[src/rtl/csa_tree_pipe.sv]
// Pipelined carry-save adder tree: reduces num_inputs operands to a sum/carry pair
// through 3:2 compressor levels spread over num_stages valid/ready register stages.
module csa_tree_pipe #(
  parameter int num_inputs  = 8,
  parameter int input_width = 8,
  parameter int num_stages  = 2
) (
  input  logic                                CLK,
  input  logic                                RST_N,
  input  logic [num_inputs*input_width-1:0]   INPUT,
  input  logic                                IN_VALID,
  output logic                                IN_READY,
  output logic [input_width-1:0]              OUT0,
  output logic [input_width-1:0]              OUT1,
  output logic [input_width-1:0]              SUM,
  output logic                                OUT_VALID,
  input  logic                                OUT_READY
);

  localparam int NI = num_inputs;
  localparam int W  = input_width;
  localparam int S  = num_stages;

  typedef logic [NI-1:0][W-1:0] vec_t;

  function automatic int count_levels(input int n);
    int lv;
    int m;
    lv = 0;
    m  = n;
    while (m > 2) begin
      m  = m - m / 3;
      lv = lv + 1;
    end
    return lv;
  endfunction

  localparam int LVL = count_levels(NI);

  // One compressor level on the first n words; results are packed back to the low indices.
  function automatic vec_t csa_level(input vec_t v, input int n);
    vec_t       o;
    int         g;
    logic [W-1:0] a, b, c;
    o = '0;
    g = n / 3;
    for (int i = 0; i < NI; i++) begin
      if (i < g) begin
        a          = v[3*i];
        b          = v[3*i+1];
        c          = v[3*i+2];
        o[2*i]     = a ^ b ^ c;
        o[2*i+1]   = ((a & b) | (a & c) | (b & c)) << 1;
      end
    end
    for (int r = 0; r < 2; r++) begin
      if (r < n % 3) o[2*g+r] = v[3*g+r];
    end
    return o;
  endfunction

  function automatic vec_t csa_span(input vec_t v, input int first, input int last);
    vec_t o;
    int   n;
    o = v;
    n = NI;
    for (int k = 0; k < 16; k++) begin
      if (k >= first && k < last) o = csa_level(o, n);
      if (n > 2) n = n - n / 3;
    end
    return o;
  endfunction

  vec_t         r_data [S];
  logic [S-1:0] r_valid;
  vec_t         w_next [S];
  logic [S-1:0] w_load;
  logic [S-1:0] w_up_valid;

  genvar gi;
  generate
    for (gi = 0; gi < S; gi++) begin : g_stage
      localparam int LO = (LVL * gi) / S;
      localparam int HI = (LVL * (gi + 1)) / S;
      if (gi == 0) begin : g_first
        assign w_up_valid[gi] = IN_VALID;
        assign w_next[gi]     = csa_span(vec_t'(INPUT), LO, HI);
      end else begin : g_rest
        assign w_up_valid[gi] = r_valid[gi-1];
        assign w_next[gi]     = csa_span(r_data[gi-1], LO, HI);
      end
    end
  endgenerate

  // A stage may load when it is empty or its occupant moves on this cycle.
  always_comb begin
    w_load        = '0;
    w_load[S-1]   = !r_valid[S-1] || OUT_READY;
    for (int s = S - 2; s >= 0; s--) begin
      w_load[s] = !r_valid[s] || w_load[s+1];
    end
  end

  always_ff @(posedge CLK or negedge RST_N) begin
    if (!RST_N) begin
      r_valid <= '0;
      for (int s = 0; s < S; s++) r_data[s] <= '0;
    end else begin
      for (int s = 0; s < S; s++) begin
        if (w_load[s]) begin
          r_valid[s] <= w_up_valid[s];
          if (w_up_valid[s]) r_data[s] <= w_next[s];
        end
      end
    end
  end

  assign OUT0 = r_data[S-1][0];
  generate
    if (NI >= 2) begin : g_out1
      assign OUT1 = r_data[S-1][1];
    end else begin : g_out1_zero
      assign OUT1 = '0;
    end
  endgenerate

  assign SUM       = OUT0 + OUT1;
  assign OUT_VALID = r_valid[S-1];
  assign IN_READY  = w_load[0];

endmodule

[config.mk]
export PLATFORM = sky130hd
export DESIGN_NAME = csa_tree_pipe
export DESIGN_NICKNAME = d
export VERILOG_FILES = /design/src/rtl/csa_tree_pipe.sv
export SDC_FILE = /design/constraint.sdc
export NUM_CORES = 1
export LEC_CHECK = 0
export BUFFER_PORTS_ARGS = -buffer_cell sky130_fd_sc_hd__buf_2
export CAP_MARGIN = 20
export CORE_MARGIN = 3
export CORE_UTILIZATION = 25
export DETAILED_ROUTE_END_ITERATION = 8
export PLACE_DENSITY = 0.41
export SLEW_MARGIN = 20
export SYNTH_ARGS = -nofsm -noshare
export SYNTH_HDL_FRONTEND = slang
export SYNTH_SLANG_ARGS = --single-unit
[constraint.sdc]
create_clock -name CLK -period 2.3 [get_ports CLK]
set_clock_uncertainty 0.15 [all_clocks]
set_input_delay 0 -clock CLK [delete_from_list [all_inputs] [get_ports CLK]]
set_output_delay 0 -clock CLK [all_outputs]
set_load 0.005 [all_outputs]
==> results of run 1 <==
==> per-layer routing <==
metal,vias to the layer above,track usage [%]
met3,4,2.31
met1,958,13.3
met5,-,0
li1,969,-
met2,61,14.9
met4,0,2.86
==> cell type report <==
type                    instances  area (µm²)
fillers                      1274        8250
clock buffers                   7         143
well taps                     168         210
repair buffers                105         591
flip-flops and latches         46        1150
multi-input cells             142        1620
clock inverters                 1        5.00
inverters                      53         199
==> worst max-delay path, cell delays in order, from the launching register on <==
cell and delay (ns):
dfrtp_1 0.42, ha_1 0.24, fa_1 0.40, a21o_1 0.20
a21oi_1 0.17, xnor2_1 0.13, buf_2 0.13
==> power groups by stage <==
stage / Sequential, mW / Combinational [mW] / Clock, mW
global route: 1.38 / 2.01 / 0.785
finish: 1.32 / 1.71 / 0.727
CTS: 1.34 / 1.77 / 0.759
detailed placement: 1.35 / 1.75 / 0
floorplan: 1.27 / 1.32 / 0
global placement: 1.34 / 1.72 / 0
==> placed cells by master (no fill, tap or decap), types with 2 or more instances in the layout <==
cell / count
dlygate4sd3_1: 12
inv_1: 53
xor2_1: 7
ha_1: 8
o21ai_1: 9
nand2b_1: 3
a21o_1: 3
buf_2: 91
o21ai_0: 9
buf_4: 2
nand2_1: 17
fa_1: 39
clkbuf_16: 5
mux2_2: 8
mux2_1: 19
dfrtp_1: 46
xnor2_1: 9
conb_1: 2
==> kinds of logic after synthesis <==
kind of cell	count (synthesis)
adder cells (fa/ha/maj)	47
multiplexers	27
AO/OA/AOI/OAI	24
other	1
AND/OR/NAND/NOR	26
flip-flops	46
XOR/XNOR	16
buffers and inverters	76
==> state kept, by name (all words and copies together), names as in the netlist <==
| register | cells |
|---|---|
| OUT0 | 8 |
| OUT1 | 6 |
| r_data | 30 |
| r_valid | 2 |
==> stage by stage <==
step	cells	setup slack, ns	area (µm²)	hold slack (ns)	utilization, %
CTS	522	0.146	3920	0.00222	32.2
detailed placement	502	0.377	3650	-0.103	30.0
global placement	502	0.416	3650	-0.105	30.0
finish	522	0.178	3920	0.00664	32.2
global route	522	0.0531	3920	0.0284	32.2
floorplan	264	0.439	3140	-0.446	-
==> path summary, 6_finish.rpt <==
kind	to	cells after the start	startpoint
min in group asynchronous	r_valid[0]	2	RST_N
setup reg to reg	OUT0[5]	3	r_data[69]
max in group asynchronous	r_data[77]	3	RST_N
hold reg to reg	r_data[81]	2	r_data[81]
hold / removal	r_data[81]	4	INPUT[49]
setup / recovery	SUM[6]	6	OUT0[2]
==> impl_results.md, run 1 <==
* Synthesized area per cell at 11.9 µm²
* Metal2 WL at 2.64 mm
* Most frequent cell after synthesis: inv_1
* Relative slew slack at 62.4%
* First-pass GRT wire length at 10.8 mm
* Die width at 118 µm
* Total Routing Usage GR at 9.60%
* Synth cell types at 26
* Worst path required time at around 2.2 ns
* Sequential power share at 35.2%
* Cells after synthesis at between 200 and 300
* Vias at approximately 2k
* Initial antenna violation count at 0
* Synth Area in Adders at 28.1%
* Top post-synthesis cells by area: dfrtp_1 (37%), fa_1 (25%), mux2_1 (6.8%)
* Combinational power share at 45.5%
* Unrepaired setup endpoints after global routing: false
* Routed WL per cell at 11.5 µm
* Simple-Gate Fraction of Synth Area at ~4.2%
* Placer Congestion at 0.672
* Hold Vio Cnt, Final at 0
* Post-cts sizing count at 0
* Area share of the largest cell type after synthesis at between 30% and 40%
* DR DRC count at 0
* Switching Fraction at 35.1%
* Hold Crit Class: in -> reg
* Post-synthesis mux area share at 9.69%
* Vias in the first global route at 2,202
* I/O Buffers at 91
* Routed WL at 6.01 mm
* CORE AREA at between 10,000 and 15,000 µm²
* Tcrit/Tclk final at 92.3%
* # Post-CTS Setup Buffers at 0
* Clock Power Share at about a fifth
* Critical Path Sink Type: output pin
* Mapped cell area at 3140 µm²
* Num CTS Buffers at 5
* Initial Util at 25.8%
* Crit Path Class: reg -> out
* Pwr dens at 961 nW/µm²
* Clock latency at the later pin of the worst-skew pair at 0.28 ns
* Nets at 468
* List of most frequent post-synthesis cells: inv_1 (53), dfrtp_1 (46), fa_1 (39)
* Largest net degree at the start of global routing at 45
* WL met1 at 2.95 mm
* Io pins at 94
* Largest family of logic cells by synthesized area: adder cells
* R2R setup slack at 0.39 ns
* Slew Limit Fails at 0
* Max Freq at between 0.4 and 0.5 GHz
* Slew @ Worst Pin at 0.564 ns
* ANT cells at 0
* Layout cells sized above 1 at 31.6%
* CTS max path bufs at 2
* Post-synthesis compound-gate area fraction at 4.86%
* Synth Register Bits at between 40 and 50
* Final min period at 2.12 ns
* H-tree levels at 2
* Status: finished, final reports clean
* TritonCTS clock tree: built
* Clock transition at path regs at about 0.060 ns
* Primary FF master, synth: dfrtp_1
* DRT antenna net count at 0
* Pint at 2.44 mW
* Synth area leader: dfrtp_1
* Maximum fanout along the worst path at 3
* Critical Path AT at 1.97 ns
* Met3 WL at 360 µm
* Max Used Layer: met4
* Gr ovfl total at 0
* Post-synthesis sequential area ratio at 36.7%
* Die H at 118 µm
* P_leak at between 1.5 and 2 nW
* Starting DRT DRC Count at 31
* EDFF count, synth at 0
* Setup TNS at 0 ns
* Warnings from Yosys at 0
* Std cell rows at 40
* Die area at 13,900 µm²
* Vias/cell at 3.82
* Max Cap Viol at 0
* Final Power at 3.76 mW
* DRT Pass-1 Iters at 3
* CTS Sinks at 46
* DP Wirelength at 5.02 mm
* Synth Area in XOR/XNOR at 4.47%
* CTS Hold Buffers Added at 12
* Area Growth Syn to Fin at 24.8%
* Worst setup SP type: flop
* VDD IR-drop max at between 300 and 400 µV
* Final setup vio count at 0
* Switch Pwr at 1.32 mW
* Asr flop ratio synth at 100%
* Root Buffer: clkbuf_16
(Power assumes the default switching activity.)
==> inputs of run 2 (changes only) <==
--- a/config.mk
+++ b/config.mk
@@ -7,10 +7,13 @@
 export LEC_CHECK = 0
 export BUFFER_PORTS_ARGS = -buffer_cell sky130_fd_sc_hd__buf_2
 export CAP_MARGIN = 20
+export CELL_PAD_IN_SITES_DETAIL_PLACEMENT = 2
+export CELL_PAD_IN_SITES_GLOBAL_PLACEMENT = 2
 export CORE_MARGIN = 3
 export CORE_UTILIZATION = 25
+export CTS_BUF_LIST = sky130_fd_sc_hd__clkbuf_8 sky130_fd_sc_hd__clkbuf_16
 export DETAILED_ROUTE_END_ITERATION = 8
-export PLACE_DENSITY = 0.41
+export PLACE_DENSITY = 0.6
 export SLEW_MARGIN = 20
 export SYNTH_ARGS = -nofsm -noshare
 export SYNTH_HDL_FRONTEND = slang
==> run 2 against run 1 <==
  * The run now ends with negative hold slack left
  * Sequential power hardly changed
  * Core utilization is 0.21 points higher
  * First-iteration DRC count is 32% lower
  * Global-route usage is 1.1 points higher
  * Clock power is 14% higher
  * Total power is 4.9% higher
  * Non-clock buffer count stayed put
  * Cell count stayed put
==> impl_results.md, run 2 (synthesis gave the netlist of run 1 again) <==
* Most common cell after layout, fill and taps aside: buf_2 (unchanged)
* Max Freq at 0.466 GHz (was 0.471 GHz)
* Critical Path AT at 2.00 ns (was 1.97 ns)
* H-tree levels at 2 (unchanged)
* Max Cap Viol at 0 (unchanged)
* Relative slew slack at 65.6% (was 62.4%)
* DP Wirelength at 5.81 mm (was 5.02 mm)
* Routed WL per cell at 13.4 µm (was 11.5 µm)
* Hold Vio Cnt, Final at 1 (was 0)
* Hold Crit Class: in -> reg (unchanged)
* CORE AREA at 12,200 µm² (unchanged)
* Initial Util at 25.8% (unchanged)
* Std cell rows at 40 (unchanged)
* Vias/cell at 3.96 (was 3.82)
* Crit Path Class: reg -> out (unchanged)
* Num CTS Buffers at 5 (unchanged)
* Switching Fraction at 35.6% (was 35.1%)
* Switch Pwr at 1.41 mW (was 1.32 mW)
* Pint at 2.54 mW (was 2.44 mW)
* Sequential power share at 33.6% (was 35.2%)
* Final setup vio count at 0 (unchanged)
* Final setup margin at 0.153 ns (was 0.178 ns)
* DP Area at 3640 µm² (was 3650 µm²)
* CP Cell Sequence: ha_1, a21o_1, a21o_1, a2111oi_4, nor3_1, buf_2 (was ha_1, fa_1, a21o_1, a21oi_1, xnor2_1, buf_2)
* Clock Power Share at 21.1% (was 19.3%)
* Vias at 2,065 (was 1,992)
* Maximum fanout along the worst path at 4 (was 3)
* Area Growth Syn to Fin at 25.6% (was 24.8%)
* Crit path largest cell delay at 0.43 ns (was 0.42 ns)
* VDD IR-drop max at 323 µV (was 388 µV)
* Critical-path top delay cell: dfrtp_1 (unchanged)
* Slew Limit Fails at 0 (unchanged)
* Clock latency at the later pin of the worst-skew pair at 0.29 ns (was 0.28 ns)
* Final min period at 2.15 ns (was 2.12 ns)
* Total Routing Usage GR at 10.7% (was 9.60%)
* Gr ovfl total at 0 (unchanged)
* # Post-CTS Setup Buffers at 0 (unchanged)
* CTS max path bufs at 2 (unchanged)
* Hold_ws at -0.00268 ns (was 0.00664 ns)
* Commonest cells after routing, fill and taps aside: buf_2 (91), inv_1 (53), dfrtp_1 (46) (unchanged)
* P_leak at 1.97 nW (about the same)
* Max FFs per register at 30 (unchanged)
* DRT Pass-1 Iters at 4 (was 3)
* I/O Buffers at 91 (unchanged)
* # fillers at 1,323 (was 1,274)
* Initial antenna violation count at 0 (unchanged)
* Dpl ws at 0.360 ns (was 0.377 ns)
* Slew @ Worst Pin at 0.516 ns (was 0.564 ns)
* Die width at 118 µm (unchanged)
* Metal2 WL at 3.54 mm (was 2.64 mm)
* Placer Congestion at 0.727 (was 0.672)
* Failing checks: negative hold slack
* Routed WL at 6.97 mm (was 6.01 mm)
* Largest net degree at the start of global routing at 45 (unchanged)
* Unrepaired setup endpoints after global routing: false (unchanged)
* Status: finished, violations left (was finished, final reports clean)
* Io pins at 94 (unchanged)
* Worst setup SP type: flop (unchanged)
* Design area at 3940 µm² (was 3920 µm²)
* Combinational power share at 45.4% (was 45.5%)
* Biggest register: r_data (unchanged)
* Post-cts sizing count at 0 (unchanged)
* Die area at 13,900 µm² (unchanged)
* Clock transition at path regs at 0.07 ns (was 0.06 ns)
* Root Buffer: clkbuf_16 (unchanged)
* Critical Path Sink Type: output pin (unchanged)
* Tcrit/Tclk final at 93.3% (was 92.3%)
* Nets at 468 (unchanged)
* Starting DRT DRC Count at 21 (was 31)
* Util after Layout at 32.4% (was 32.2%)
* Setup TNS at 0 ns (unchanged)
* Max Used Layer: met4 (unchanged)
* DRT antenna net count at 0 (unchanged)
* Cell mode on critical path: a21o_1
* Die H at 118 µm (unchanged)
* DR DRC count at 0 (unchanged)
* First-pass GRT wire length at 12.0 mm (was 10.8 mm)
* Vias in the first global route at 2,382 (was 2,202)
* CTS Sinks at 46 (unchanged)
* Worst path required time at 2.15 ns (about the same)
* Met3 WL at 311 µm (was 360 µm)
* CTS Hold Buffers Added at 13 (was 12)
* Pwr dens at 1000 nW/µm² (was 961 nW/µm²)
* TritonCTS clock tree: built (unchanged)
* WL met1 at 3.03 mm (was 2.95 mm)
* ANT cells at 0 (unchanged)
* Layout cells sized above 1 at 31.6% (unchanged)
run 2: cell type report:
class	count	area [µm²]	share of cell area [%]
Multi-Input combinational cell	142	1620	41.0
Sequential cell	46	1150	29.2
Timing Repair Buffer	105	593	15.1
Tap cell	168	210	5.34
Inverter	53	199	5.05
Clock buffer	5	125	3.18
Clock inverter	3	45.0	1.14
run 2: stage by stage:
step | cells | power [mW]
2_1_floorplan | 264 | 2.59
3_3_place_gp | 501 | 3.07
3_5_place_dp | 501 | 3.19
4_1_cts | 522 | 4.07
5_1_grt | 522 | 4.38
6_report | 522 | 3.95
run 2: power by group through the flow:
stage | registers, mW | clock network (mW) | logic (mW)
global route | 1.38 | 0.899 | 2.10
floorplan | 1.27 | 0 | 1.32
finish | 1.32 | 0.832 | 1.79
global placement | 1.33 | 0 | 1.73
detailed placement | 1.36 | 0 | 1.83
CTS | 1.34 | 0.865 | 1.87
run 2: metal layers:
layer	vias to the layer above	global-route usage, %
li1	961	-
met1	1044	13.0
met2	54	18.7
met3	6	2.74
met4	0	3.08
met5	-	0
run 2: worst max-delay path: cells and delay by family (launching register included):
kind	cells	cell delay, ns
flip-flops	1	0.43
adder cells (fa/ha/maj)	1	0.31
buffers and inverters	1	0.13
AND/OR/NAND/NOR	1	0.08
AO/OA/AOI/OAI	3	0.76
run 2: final timing paths:
check / from / endpoint / slack (ns) / cells after the start
worst max register to register: r_data[70] / OUT0[6] / 0.37 / 3
min in group asynchronous: RST_N / r_valid[0] / 0.07 / 2
worst min register to register: r_data[65] / r_data[65] / 0.34 / 1
worst max-delay path: OUT0[3] / SUM[7] / 0.15 / 6
worst min-delay path: INPUT[53] / r_data[85] / -0.003 / 4
max in group asynchronous: RST_N / OUT1[3] / 1.19 / 3
